--- config.mk ---
export PLATFORM = sky130hd
export DESIGN_NAME = nnrv_ram_arb
export DESIGN_NICKNAME = d
export VERILOG_FILES = /design/src/rtl/nnrv_ram_arb.sv
export SDC_FILE = /design/constraint.sdc
export NUM_CORES = 1
export LEC_CHECK = 0
export CORE_AREA = 2 2 192 194
export DETAILED_ROUTE_END_ITERATION = 16
export DIE_AREA = 0 0 194 196
export GPL_TIMING_DRIVEN = 1
export SLEW_MARGIN = 15
export SYNTH_ARGS = -nofsm -noshare
export SYNTH_HDL_FRONTEND = slang
export SYNTH_SLANG_ARGS = --single-unit
--- constraint.sdc ---
create_clock -name i_clk -period 9.5 [get_ports i_clk]
set_input_delay 0.95 -clock i_clk [delete_from_list [all_inputs] [get_ports i_clk]]
set_output_delay 0.95 -clock i_clk [all_outputs]
set_load 0.005 [all_outputs]
--- src/rtl/nnrv_ram_arb.sv ---
// rtl/nnrv_ram_arb.sv - single-port RAM arbiter for fetch and load/store requesters.
// Data accesses win by default; a saturating counter lets fetch through after STARVE_LIMIT data grants.
module nnrv_ram_arb #(
   parameter int XLEN         = 64,
   parameter int ADDR_WIDTH   = 8,
   parameter int MASK_WIDTH   = 8,
   parameter int STARVE_LIMIT = 4
) (
   input  logic                  i_clk,
   input  logic                  i_rst,
   input  logic                  i_if_req,
   input  logic [XLEN-1:0]       i_if_addr,
   input  logic [MASK_WIDTH-1:0] i_if_mask,
   input  logic                  i_if_flush,
   output logic                  o_if_gnt,
   output logic                  o_if_rvalid,
   output logic [XLEN-1:0]       o_if_rdata,
   input  logic                  i_mem_req,
   input  logic                  i_mem_we,
   input  logic [XLEN-1:0]       i_mem_addr,
   input  logic [MASK_WIDTH-1:0] i_mem_mask,
   input  logic [XLEN-1:0]       i_mem_wdata,
   output logic                  o_mem_gnt,
   output logic                  o_mem_rvalid,
   output logic [XLEN-1:0]       o_mem_rdata,
   output logic                  o_ram_en,
   output logic                  o_ram_we,
   output logic [ADDR_WIDTH-1:0] o_ram_addr,
   output logic [MASK_WIDTH-1:0] o_ram_mask,
   output logic [XLEN-1:0]       o_ram_wdata,
   input  logic [XLEN-1:0]       i_ram_rdata,
   output logic                  o_busy
);

   localparam logic [3:0] STARVE_MAX = 4'(STARVE_LIMIT);

   logic [3:0]            starve_cnt_q, starve_cnt_d;
   logic                  starve_hit;
   logic                  if_gnt, mem_gnt;

   logic                  ram_en_q, ram_en_d;
   logic                  ram_we_q, ram_we_d;
   logic [ADDR_WIDTH-1:0] ram_addr_q, ram_addr_d;
   logic [MASK_WIDTH-1:0] ram_mask_q, ram_mask_d;
   logic [XLEN-1:0]       ram_wdata_q, ram_wdata_d;

   // Read tags: valid, source (0 = fetch, 1 = data), flushed.
   logic                  s1_valid_q, s1_valid_d, s1_src_q, s1_src_d, s1_flush_q, s1_flush_d;
   logic                  s2_valid_q, s2_valid_d, s2_src_q, s2_src_d, s2_flush_q, s2_flush_d;

   logic [XLEN-1:0]       if_rdata_q, if_rdata_d;
   logic [XLEN-1:0]       mem_rdata_q, mem_rdata_d;

   assign starve_hit = (starve_cnt_q == STARVE_MAX);
   assign mem_gnt    = ~i_rst & i_mem_req & ~(i_if_req & starve_hit);
   assign if_gnt     = ~i_rst & i_if_req & (~i_mem_req | starve_hit);

   always_comb begin
      starve_cnt_d = starve_cnt_q;
      if (if_gnt || !i_if_req) begin
         starve_cnt_d = 4'd0;
      end else if (mem_gnt && !starve_hit) begin
         starve_cnt_d = starve_cnt_q + 4'd1;
      end
   end

   // Address, mask and write data hold when idle; only en/we drop.
   always_comb begin
      ram_en_d    = if_gnt | mem_gnt;
      ram_we_d    = mem_gnt & i_mem_we;
      ram_addr_d  = ram_addr_q;
      ram_mask_d  = ram_mask_q;
      ram_wdata_d = ram_wdata_q;
      if (mem_gnt) begin
         ram_addr_d  = i_mem_addr[ADDR_WIDTH-1:0];
         ram_mask_d  = i_mem_mask;
         ram_wdata_d = i_mem_wdata;
      end else if (if_gnt) begin
         ram_addr_d  = i_if_addr[ADDR_WIDTH-1:0];
         ram_mask_d  = i_if_mask;
         ram_wdata_d = '0;
      end
   end

   always_comb begin
      s1_valid_d  = if_gnt | (mem_gnt & ~i_mem_we);
      s1_src_d    = mem_gnt;
      s1_flush_d  = if_gnt & i_if_flush;
      s2_valid_d  = s1_valid_q;
      s2_src_d    = s1_src_q;
      s2_flush_d  = s1_flush_q | (i_if_flush & s1_valid_q & ~s1_src_q);
      if_rdata_d  = if_rdata_q;
      mem_rdata_d = mem_rdata_q;
      if (s1_valid_q) begin
         if (s1_src_q) begin
            mem_rdata_d = i_ram_rdata;
         end else begin
            if_rdata_d = i_ram_rdata;
         end
      end
   end

   always_ff @(posedge i_clk or posedge i_rst) begin
      if (i_rst) begin
         starve_cnt_q <= '0;
         ram_en_q     <= 1'b0;
         ram_we_q     <= 1'b0;
         ram_addr_q   <= '0;
         ram_mask_q   <= '0;
         ram_wdata_q  <= '0;
         s1_valid_q   <= 1'b0;
         s1_src_q     <= 1'b0;
         s1_flush_q   <= 1'b0;
         s2_valid_q   <= 1'b0;
         s2_src_q     <= 1'b0;
         s2_flush_q   <= 1'b0;
         if_rdata_q   <= '0;
         mem_rdata_q  <= '0;
      end else begin
         starve_cnt_q <= starve_cnt_d;
         ram_en_q     <= ram_en_d;
         ram_we_q     <= ram_we_d;
         ram_addr_q   <= ram_addr_d;
         ram_mask_q   <= ram_mask_d;
         ram_wdata_q  <= ram_wdata_d;
         s1_valid_q   <= s1_valid_d;
         s1_src_q     <= s1_src_d;
         s1_flush_q   <= s1_flush_d;
         s2_valid_q   <= s2_valid_d;
         s2_src_q     <= s2_src_d;
         s2_flush_q   <= s2_flush_d;
         if_rdata_q   <= if_rdata_d;
         mem_rdata_q  <= mem_rdata_d;
      end
   end

   assign o_if_gnt     = if_gnt;
   assign o_mem_gnt    = mem_gnt;
   assign o_ram_en     = ram_en_q;
   assign o_ram_we     = ram_we_q;
   assign o_ram_addr   = ram_addr_q;
   assign o_ram_mask   = ram_mask_q;
   assign o_ram_wdata  = ram_wdata_q;
   assign o_if_rvalid  = s2_valid_q & ~s2_src_q & ~s2_flush_q;
   assign o_mem_rvalid = s2_valid_q & s2_src_q;
   assign o_if_rdata   = if_rdata_q;
   assign o_mem_rdata  = mem_rdata_q;
   assign o_busy       = s1_valid_q | s2_valid_q;

endmodule

==> results of run 1 <==
-- logic make-up after synthesis --
logic type / count (synthesis) / share of synthesized area [%]
and+or+nand+nor: 68 / 4.07
DFF: 220 / 65.7
buffers and inverters: 41 / 2.90
AOI/OAI and AO/OA: 89 / 9.88
muxes: 128 / 17.2
adders and majority gates: 2 / 0.298
-- worst paths after layout --
check	start	end	slack [ns]	cells after the start
worst min register to register	s1_flush_q	s2_flush_q	0.43	1
worst min-delay path	s1_flush_q	s2_flush_q	0.43	1
min in group asynchronous	i_rst	starve_cnt_q[1]	1.08	2
worst max register to register	starve_cnt_q[0]	o_ram_wdata[45]	7.18	6
worst max-delay path	i_if_req	o_if_gnt	5.79	4
max in group asynchronous	i_rst	o_if_rdata[56]	7.05	3
-- final cells by class --
| class | instances | area [µm²] | area share (%) |
|---|---|---|---|
| multi-input cells | 287 | 2660 | 19.7 |
| well taps | 468 | 586 | 4.33 |
| clock buffers | 34 | 752 | 5.56 |
| repair buffers | 387 | 3860 | 28.5 |
| flip-flops and latches | 220 | 5510 | 40.7 |
| clock inverters | 13 | 143 | 1.05 |
| inverters | 6 | 30.0 | 0.222 |
-- metal layers --
metal	vias up	track usage, %	routed length (µm)
met4	0	3.48	470
li1	2749	-	-
met2	299	20.2	11100
met1	2980	15.0	9950
met3	30	4.76	2370
met5	-	0	0
-- metrics by stage --
stage | setup WS, ns | instance area [µm²] | total power, W | std cells | util [%]
3_5_place_dp | 5.76 | 12600 | 0.00187 | 1368 | 35.0
5_1_grt | 5.64 | 13500 | 0.00301 | 1415 | 37.5
3_3_place_gp | 5.79 | 12600 | 0.00186 | 1368 | 35.0
4_1_cts | 5.76 | 13500 | 0.00292 | 1415 | 37.5
6_report | 5.79 | 13500 | 0.00286 | 1415 | 37.5
2_1_floorplan | 2.51 | 8380 | 0.00139 | 548 | -
-- power groups by stage --
stage,registers (W),logic [W],clock network (W)
6_report,0.00119,0.000646,0.00102
5_1_grt,0.00122,0.000693,0.00110
4_1_cts,0.00120,0.000660,0.00106
3_5_place_dp,0.00121,0.000659,0
3_3_place_gp,0.00120,0.000653,0
2_1_floorplan,0.00121,0.000173,0
-- sequential cells by signal, summed over array words and instances, names as in the netlist --
register,cells
o_if_rdata,64
s1_valid_q,1
s2_flush_q,1
starve_cnt_q,4
o_ram_we,1
s2_src_q,1
o_ram_mask,8
o_mem_rdata,64
s2_valid_q,1
o_ram_en,1
s1_flush_q,1
s1_src_q,1
o_ram_addr,8
o_ram_wdata,64
-- cells in the final DEF (no fill, tap or decap), types with 2 or more instances in the layout --
master	synthesis	layout
sky130_fd_sc_hd__ha_1	2	2
sky130_fd_sc_hd__a22o_1	64	64
sky130_fd_sc_hd__and3_1	2	2
sky130_fd_sc_hd__dfrtp_1	220	220
sky130_fd_sc_hd__clkbuf_8	0	5
sky130_fd_sc_hd__clkbuf_1	9	2
sky130_fd_sc_hd__and2_1	2	2
sky130_fd_sc_hd__nand3_1	18	18
sky130_fd_sc_hd__clkbuf_16	0	27
sky130_fd_sc_hd__clkdlybuf4s50_1	0	380
sky130_fd_sc_hd__nand2_1	35	34
sky130_fd_sc_hd__o31ai_1	2	2
sky130_fd_sc_hd__inv_1	5	4
sky130_fd_sc_hd__mux2_1	128	128
sky130_fd_sc_hd__buf_4	0	7
sky130_fd_sc_hd__clkinv_2	0	9
sky130_fd_sc_hd__o211ai_2	16	16
sky130_fd_sc_hd__a21o_1	2	2
sky130_fd_sc_hd__bufinv_16	0	3
==> parameters.txt, run 1 <==
Parameter                              Value

Layout
  Antenna diode count    0
  Layout cell share with drive strength beyond 1    8.13%
  Layout area overhead    61.4%
  Number of nets in the layout    1208
  Count of fill cells added during filler insertion    3549

Timing
  Min cycle time layout    3.71 ns
  RSZ-0062 raised after global routing    false
  Hold slack    approximately 0.43 ns
  Relative max-transition margin    32.5%
  Post-route clock skew    0.00630 ns
  Hold violation total from the final report    0
  Max Clk Rate    between 0.2 and 0.3 GHz
  Period utilisation layout    39.1%
  Worst slew pin tran    1.01 ns
  Setup TNS    0 ns
  Setup violations, final    0
  Count of pins over their slew limit    0

Clock network
  Post-CTS Resized    0
  Clock latency of the later-clocked register in the worst-skew pair    0.52 ns
  Clock tree from TritonCTS    done
  Clock-pin transition on the worst setup and hold timing paths    0.06 ns
  Maximum level of the CTS H-tree    1
  Clock net sink count    220
  CTS Hold Bufs    0
  Post-CTS Setup Repair Bufs    0
  Cts bufs inserted    26
  Buffer levels on the longest clock path    3
  Library cell used as clock root buffer    sky130_fd_sc_hd__clkbuf_16

Synthesis
  Library cell occupying the most area in the post-synthesis netlist    sky130_fd_sc_hd__dfrtp_1
  Sequential share of the synthesized area    65.7%
  Most frequent cell after synthesis    sky130_fd_sc_hd__dfrtp_1
  Post-synthesis cell type count    31
  Mean Syn Cell Area    15.3 µm²
  Most instantiated cells after synthesis    220 x sky130_fd_sc_hd__dfrtp_1, 128 x sky130_fd_sc_hd__mux2_1, 64 x sky130_fd_sc_hd__a22o_1, 35 x sky130_fd_sc_hd__nand2_1, 18 x sky130_fd_sc_hd__nand3_1
  Portion of synthesized cell area occupied by the leading cell type    between 60% and 70%
  Ys async rst share    100%
  Synthesized Nets    828
  Leading post-synthesis cells by cell area    sky130_fd_sc_hd__dfrtp_1 66%, sky130_fd_sc_hd__mux2_1 17%, sky130_fd_sc_hd__a22o_1 6.7%
  Number of instances in the synthesized netlist    ~550
  Most instantiated flip-flop cell in the synthesis netlist    sky130_fd_sc_hd__dfrtp_1
  Flop and latch count out of synthesis    220
  Number of flops mapped to enable cells by yosys    0
  Synth Cell Area    8380 µm²
  YS warnings    0

Pwr
  Design internal power    around 0.0022 W
  Switching share of power    23.9%
  Largest vdd supply drop    between 0.0001 and 0.00015 V
  Power per cell area    211 nW/µm²
  Clock network power share    between 30% and 40%
  Reported leakage power    5.69 nW
  Portion of total power attributed to combinational logic    22.6%
  Switching power of the nets    roughly 0.00068 W
  Flop pwr share    41.7%

Die
  Boundary Pins    493
  Die outline area    between 30000 and 40000 µm²
  Initial standard-cell utilization of the core    23.2%
  Number of cell rows    70
  Overall die height    196 µm
  Placeable core area    36100 µm²
  X dimension of the die    between 150 and 200 µm

Drt
  ANT nets after route    0
  Final wirelength    23.9 mm
  Via count normalized by instance count    4.28
  Average wire length per cell after detail routing    16.9 µm
  Total vias in the final route    ~6000
  Count of routing violations after the opening detailed-route iteration    129
  Count of TritonRoute iterations in the first routing pass    4
  Total DRC errors in the routed layout    0

Critical path
  Kind of end point of the critical path    primary output
  Cell repeated most along the worst path    sky130_fd_sc_hd__clkdlybuf4s50_1
  CP max stage cell    sky130_fd_sc_hd__clkdlybuf4s50_1
  Peak fanout along the critical path    6
  Cells traversed along the worst timing path    clkdlybuf4s50_1, inv_1, a211oi_2, clkdlybuf4s50_1
  Buffers and inverters on the worst path    3
  Kind of start point of the critical path    primary input
  Highest cell delay on the worst timing path    0.68 ns
  Critical Path RT    8.55 ns
  Crit path max-delay family    buffers and inverters
  Critical setup path kind    in2out
  WP data arrival    2.76 ns

Global routing
  Total grt overflow    0
  Number of global-route vias before repair    6294
  Number of antenna violations at the first check in global routing    0
  Largest net degree at the start of global routing    just under 90
  Total Routing Usage GR    about an eighth
  First-pass GRT wire length    37.6 mm

Placement
  HPWL Detailed    roughly 17 mm
  Routability-driven placement congestion ratio    between 0.7 and 0.8
  Input/output buffers    380

Job
  Max capacitance violation total    0

Hold path
  Min-Delay Path Class    reg2reg

Outcome
  Result of the run    finished, final reports clean
(Power assumes the default switching activity.)
==> run 2: changes to the inputs <==
clock period = 3.47 ns   (was 9.5 ns; I/O delays follow)
==> parameters.txt, run 2 (synthesized netlist as in run 1, its figures left out) <==
Parameter                              Value

Outcome
  Result of the run    finished, final reports clean

Die
  Number of cell rows    70
  Placeable core area    36100 µm²
  X dimension of the die    194 µm
  Initial standard-cell utilization of the core    between 20% and 30%
  Boundary Pins    493
  Die outline area    38000 µm²
  Overall die height    just under 200 µm

Pwr
  Clock network power share    34.8%
  Power per cell area    570 nW/µm²
  Flop pwr share    a little over two fifths
  Switching power of the nets    around 0.0019 W
  Reported leakage power    5.67 nW
  Overall power    0.00772 W
  Design internal power    0.00587 W
  Switching share of power    24.0%
  Largest vdd supply drop    0.000446 V
  Portion of total power attributed to combinational logic    23.0%

Layout
  Layout cell share with drive strength beyond 1    7.51%
  Layout area overhead    61.6%
  Most used cells in the layout excluding fill and tap cells    380 x sky130_fd_sc_hd__clkdlybuf4s50_1, 220 x sky130_fd_sc_hd__dfrtp_1, 128 x sky130_fd_sc_hd__mux2_1, 64 x sky130_fd_sc_hd__a22o_1, 34 x sky130_fd_sc_hd__nand2_1
  Area of the multi-input gates    2660 µm²
  Count of fill cells added during filler insertion    3485
  Antenna diode count    0
  Leading cell type in the layout, fill and taps excluded    sky130_fd_sc_hd__clkdlybuf4s50_1
  Number of nets in the layout    approximately 1200
  Sequential Area    about 5500 µm²
  Non-filler instance count after layout    1413

Placement
  Routability-driven placement congestion ratio    0.745
  Input/output buffers    380
  Worst slack, placed    ~0.85 ns
  # placed instances    1368
  HPWL Detailed    16.0 mm

Drt
  Count of routing violations after the opening detailed-route iteration    176
  Total DRC errors in the routed layout    0
  Final wirelength    23.2 mm
  ANT nets after route    0
  Count of TritonRoute iterations in the first routing pass    6
  Via count normalized by instance count    4.30
  Total vias in the final route    6074
  Average wire length per cell after detail routing    16.4 µm

Global routing
  First-pass GRT wire length    36.6 mm
  Number of global-route vias before repair    about 6400
  Total grt overflow    0
  Total Routing Usage GR    11.9%
  Number of antenna violations at the first check in global routing    0
  Largest net degree at the start of global routing    124

Clock network
  Clock net sink count    220
  Post-CTS Resized    0
  Buffer levels on the longest clock path    3
  Post-CTS Setup Repair Bufs    0
  Cts bufs inserted    26
  Library cell used as clock root buffer    sky130_fd_sc_hd__clkbuf_16
  Maximum level of the CTS H-tree    1
  Clock-pin transition on the worst setup and hold timing paths    0.06 ns
  CTS Hold Bufs    0
  Clock tree from TritonCTS    done
  Clock latency of the later-clocked register in the worst-skew pair    0.53 ns

Timing
  Post-route setup slack    0.654 ns
  Hold violation total from the final report    0
  Hold slack    between 0.3 and 0.4 ns
  Min cycle time layout    2.82 ns
  Max Clk Rate    0.355 GHz
  RSZ-0062 raised after global routing    false
  Relative max-transition margin    between 30% and 40%
  Setup violations, final    0
  Period utilisation layout    81.2%
  Count of pins over their slew limit    0
  Post-route clock skew    0.0138 ns
  Worst slew pin tran    0.984 ns
  Setup TNS    0 ns

Critical path
  Kind of end point of the critical path    primary output
  WP data arrival    2.47 ns
  Peak fanout along the critical path    5
  Critical setup path kind    reg2out
  Kind of start point of the critical path    flop
  Critical Path RT    3.12 ns

Job
  Max capacitance violation total    0

Hold path
  Min-Delay Path Class    in2reg
run 2: cell count changes in the layout (fill, tap and decap cells not counted), sizes merged:
cell,previous run,this run
clkbuf,34,40
bufinv,3,1
clkinv,9,3
run 2: layer usage:
| metal | part of all wire (%) | vias up | GRT usage, % |
|---|---|---|---|
| met5 | 0 | - | 0 |
| met4 | 1.8 | 0 | 2.95 |
| met3 | 9.6 | 34 | 4.11 |
| met2 | 46 | 283 | 19.4 |
| met1 | 42 | 3011 | 15.0 |
| li1 | - | 2746 | - |
run 2: power groups by stage:
stage	Sequential [W]	Clock, W	Combinational, W
final	0.00326	0.00268	0.00178
after global routing	0.00333	0.00290	0.00190
after CTS	0.00327	0.00279	0.00181
after detailed placement	0.00331	0	0.00181
after global placement	0.00329	0	0.00180
after floorplan	0.00333	0	0.000474
run 2: final timing paths:
path / start / slack [ns] / to / cells past startpoint
max: starve_cnt_q[0] / 0.65 / o_if_gnt / 5
min: i_if_addr[5] / 0.40 / o_ram_addr[5] / 3
max reg2reg: starve_cnt_q[0] / 1.15 / o_ram_wdata[41] / 6
min reg2reg: s1_flush_q / 0.42 / s2_flush_q / 1
max in group asynchronous: i_rst / 2.33 / o_if_rdata[59] / 3
min in group asynchronous: i_rst / 0.48 / starve_cnt_q[1] / 3
run 2: metrics by stage:
stage | utilization (%) | instance area, µm²
after detailed placement | 35.2 | 12700
after global routing | 37.5 | 13500
final | 37.5 | 13500
after CTS | 37.5 | 13500
after global placement | 35.2 | 12700
after floorplan | - | 8390
run 2: layout make-up:
type,count,area share [%]
clock buffers,40,5.87
clock inverters,5,0.425
inverters,6,0.194
multi-input cells,287,19.6
flip-flops and latches,220,40.6
well taps,468,4.32
repair buffers,387,28.9
run 2: critical path: stages (launching register included):
cell                              delay, ns
sky130_fd_sc_hd__dfrtp_1               0.41
sky130_fd_sc_hd__inv_1                 0.09
sky130_fd_sc_hd__ha_1                  0.23
sky130_fd_sc_hd__nand3b_1              0.18
sky130_fd_sc_hd__a211oi_2              0.43
sky130_fd_sc_hd__clkdlybuf4s50_1       0.60
==> run 3: changes to the inputs <==
CORE_AREA = 2 2 191 193   (was 2 2 192 194)
DIE_AREA = 0 0 193 195   (was 0 0 194 196)
clock period = 2.35 ns   (was 3.47 ns; I/O delays follow)
==> parameters.txt, run 3 (synthesized netlist as in run 1, its figures left out) <==
Parameter                              Value

Layout
  Non-filler instance count after layout    between 1000 and 1500
  Number of nets in the layout    1231
  Most used cells in the layout excluding fill and tap cells    379 x sky130_fd_sc_hd__clkdlybuf4s50_1, 220 x sky130_fd_sc_hd__dfrtp_1, 128 x sky130_fd_sc_hd__mux2_1, 64 x sky130_fd_sc_hd__a22o_1, 34 x sky130_fd_sc_hd__nand2_1
  Count of fill cells added during filler insertion    3408
  Sequential Area    around 5500 µm²
  Core occupancy in the finished layout    38.8%
  Post-route cell area    about 14000 µm²
  Layout area overhead    63.8%
  Layout cell share with drive strength beyond 1    9.50%
  Area of the multi-input gates    2660 µm²
  Leading cell type in the layout, fill and taps excluded    sky130_fd_sc_hd__clkdlybuf4s50_1

Timing
  Count of pins over their slew limit    0
  Hold violation total from the final report    0
  Max Clk Rate    0.449 GHz
  Worst slew pin tran    0.372 ns
  RSZ-0062 raised after global routing    false
  Setup violations, final    0
  Relative max-transition margin    75.1%
  Post-route clock skew    0.0134 ns
  Post-route setup slack    around 0.12 ns
  Period utilisation layout    94.8%
  Min cycle time layout    roughly 2.2 ns

Drt
  Met3 wire length    around 2.7 mm
  Count of routing violations after the opening detailed-route iteration    174
  Metal2 WL    11.9 mm
  Count of TritonRoute iterations in the first routing pass    4
  Via count normalized by instance count    approximately 4.3
  Final wirelength    roughly 25 mm
  DRT met1 WL    between 9 and 10 mm
  Highest metal layer used by the detailed router    met5
  Average wire length per cell after detail routing    roughly 17 µm
  ANT nets after route    0
  Total DRC errors in the routed layout    0
  Total vias in the final route    6084

Job
  Max capacitance violation total    0

Hold path
  Worst Hold Launch    i_if_mask[7]
  Min-Delay Path Class    in2reg

Pwr
  Largest vdd supply drop    0.000543 V
  Overall power    0.0112 W
  Reported leakage power    between 5 and 6 nW
  Power per cell area    813 nW/µm²

Global routing
  Largest net degree at the start of global routing    74
  Number of antenna violations at the first check in global routing    2
  First-pass GRT wire length    between 30 and 40 mm
  Total Routing Usage GR    between 10% and 20%
  Total grt overflow    0
  Number of global-route vias before repair    6555

Placement
  Cell area after placement    between 10000 and 15000 µm²
  Routability-driven placement congestion ratio    ~0.76
  Worst slack, placed    0.333 ns
  HPWL Detailed    about 18 mm
  Input/output buffers    380
  # placed instances    1382

Outcome
  Result of the run    finished, final reports clean

Die
  Overall die height    approximately 200 µm
  Die outline area    between 30000 and 40000 µm²
  Initial standard-cell utilization of the core    a little under a quarter
  X dimension of the die    between 150 and 200 µm
  Number of cell rows    69
  Boundary Pins    493
  Placeable core area    35400 µm²

Critical path
  Peak fanout along the critical path    4
  Startpoint of the most critical register-to-register path    starve_cnt_q[0]
  Critical setup path kind    reg2out
  WP data arrival    1.99 ns
  Kind of end point of the critical path    primary output
  Critical Path RT    2.12 ns
  Kind of start point of the critical path    flop
  Worst Setup SP    starve_cnt_q[0]

Clock network
  Cts bufs inserted    25
  Buffer levels on the longest clock path    3
  CTS Hold Bufs    0
  Clock net sink count    220
  Library cell used as clock root buffer    sky130_fd_sc_hd__clkbuf_16
  Maximum level of the CTS H-tree    1
  Clock latency of the later-clocked register in the worst-skew pair    0.52 ns
  Clock tree from TritonCTS    done
  Clock-pin transition on the worst setup and hold timing paths    0.06 ns
-- run 3: cell count changes in the layout (fill, tap and decap cells not counted) --
cell	change
sky130_fd_sc_hd__bufinv_16	-1
sky130_fd_sc_hd__dlygate4sd2_1	+1
sky130_fd_sc_hd__clkinv_4	-1
sky130_fd_sc_hd__clkdlybuf4s50_1	-1
sky130_fd_sc_hd__clkbuf_8	-1
sky130_fd_sc_hd__nand2_4	+1
sky130_fd_sc_hd__clkbuf_1	+2
sky130_fd_sc_hd__buf_4	+17
sky130_fd_sc_hd__clkbuf_16	-2
sky130_fd_sc_hd__buf_12	+7
sky130_fd_sc_hd__clkinvlp_4	+2
sky130_fd_sc_hd__nand2_2	-1
sky130_fd_sc_hd__diode_2	+1
-- run 3: stage by stage --
stage / TNS (ns) / hold slack (ns)
6_report: 0 / 0.293
3_3_place_gp: 0 / 0.413
3_5_place_dp: 0 / 0.434
2_1_floorplan: -169.37 / 0.351
5_1_grt: 0 / 0.283
4_1_cts: 0 / 0.264
-- run 3: power breakdown --
| group | internal (W) | total, W | leakage [nW] | switching [W] |
|---|---|---|---|---|
| Combinational | 0.00182 | 0.00269 | 2.74 | 0.000869 |
| Clock | 0.00215 | 0.00365 | 0.373 | 0.00150 |
| Sequential | 0.00447 | 0.00482 | 2.67 | 0.000355 |
| Total | 0.00844 | 0.0112 | 5.78 | 0.00272 |
-- run 3: area by class of cell --
cell class,instances,area share (%)
inverter,6,0.191
multi-input combinational,287,19.4
timing repair buffer,411,30.5
clock inverter,5,0.246
sequential,220,40.1
antenna,1,0.0182
clock buffer,39,5.38
tap,461,4.20
-- run 3: path summary, 6_finish.rpt --
kind	depth (start not counted)	endpoint	slack [ns]
max	5	o_mem_gnt	0.12
min	3	o_ram_mask[7]	0.29
max reg2reg	7	o_ram_wdata[45]	0.49
min reg2reg	1	s2_flush_q	0.44
max in group asynchronous	5	o_ram_wdata[23]	1.41
min in group asynchronous	4	o_if_rdata[13]	0.31
-- run 3: layer usage --
| layer | vias to the layer above | GRT usage [%] |
|---|---|---|
| met5 | - | 0 |
| met4 | 2 | 3.23 |
| met3 | 40 | 4.76 |
| met2 | 284 | 21.9 |
| met1 | 2962 | 15.4 |
| li1 | 2796 | - |
-- run 3: what timing repair did --
item	in CTS	in global routing
gates resized for setup	1	0
buffers inserted	1	2
pin swaps	1	1
endpoints found under the setup margin	2	2
hold endpoints to repair	0	0
-- run 3: critical path, cell delays in order, from the launching register on --
cell and delay (ns):
sky130_fd_sc_hd__dfrtp_1 0.39, sky130_fd_sc_hd__inv_1 0.07, sky130_fd_sc_hd__ha_1 0.25, sky130_fd_sc_hd__nand4b_4 0.11
sky130_fd_sc_hd__and2_4 0.16, sky130_fd_sc_hd__clkdlybuf4s50_1 0.49
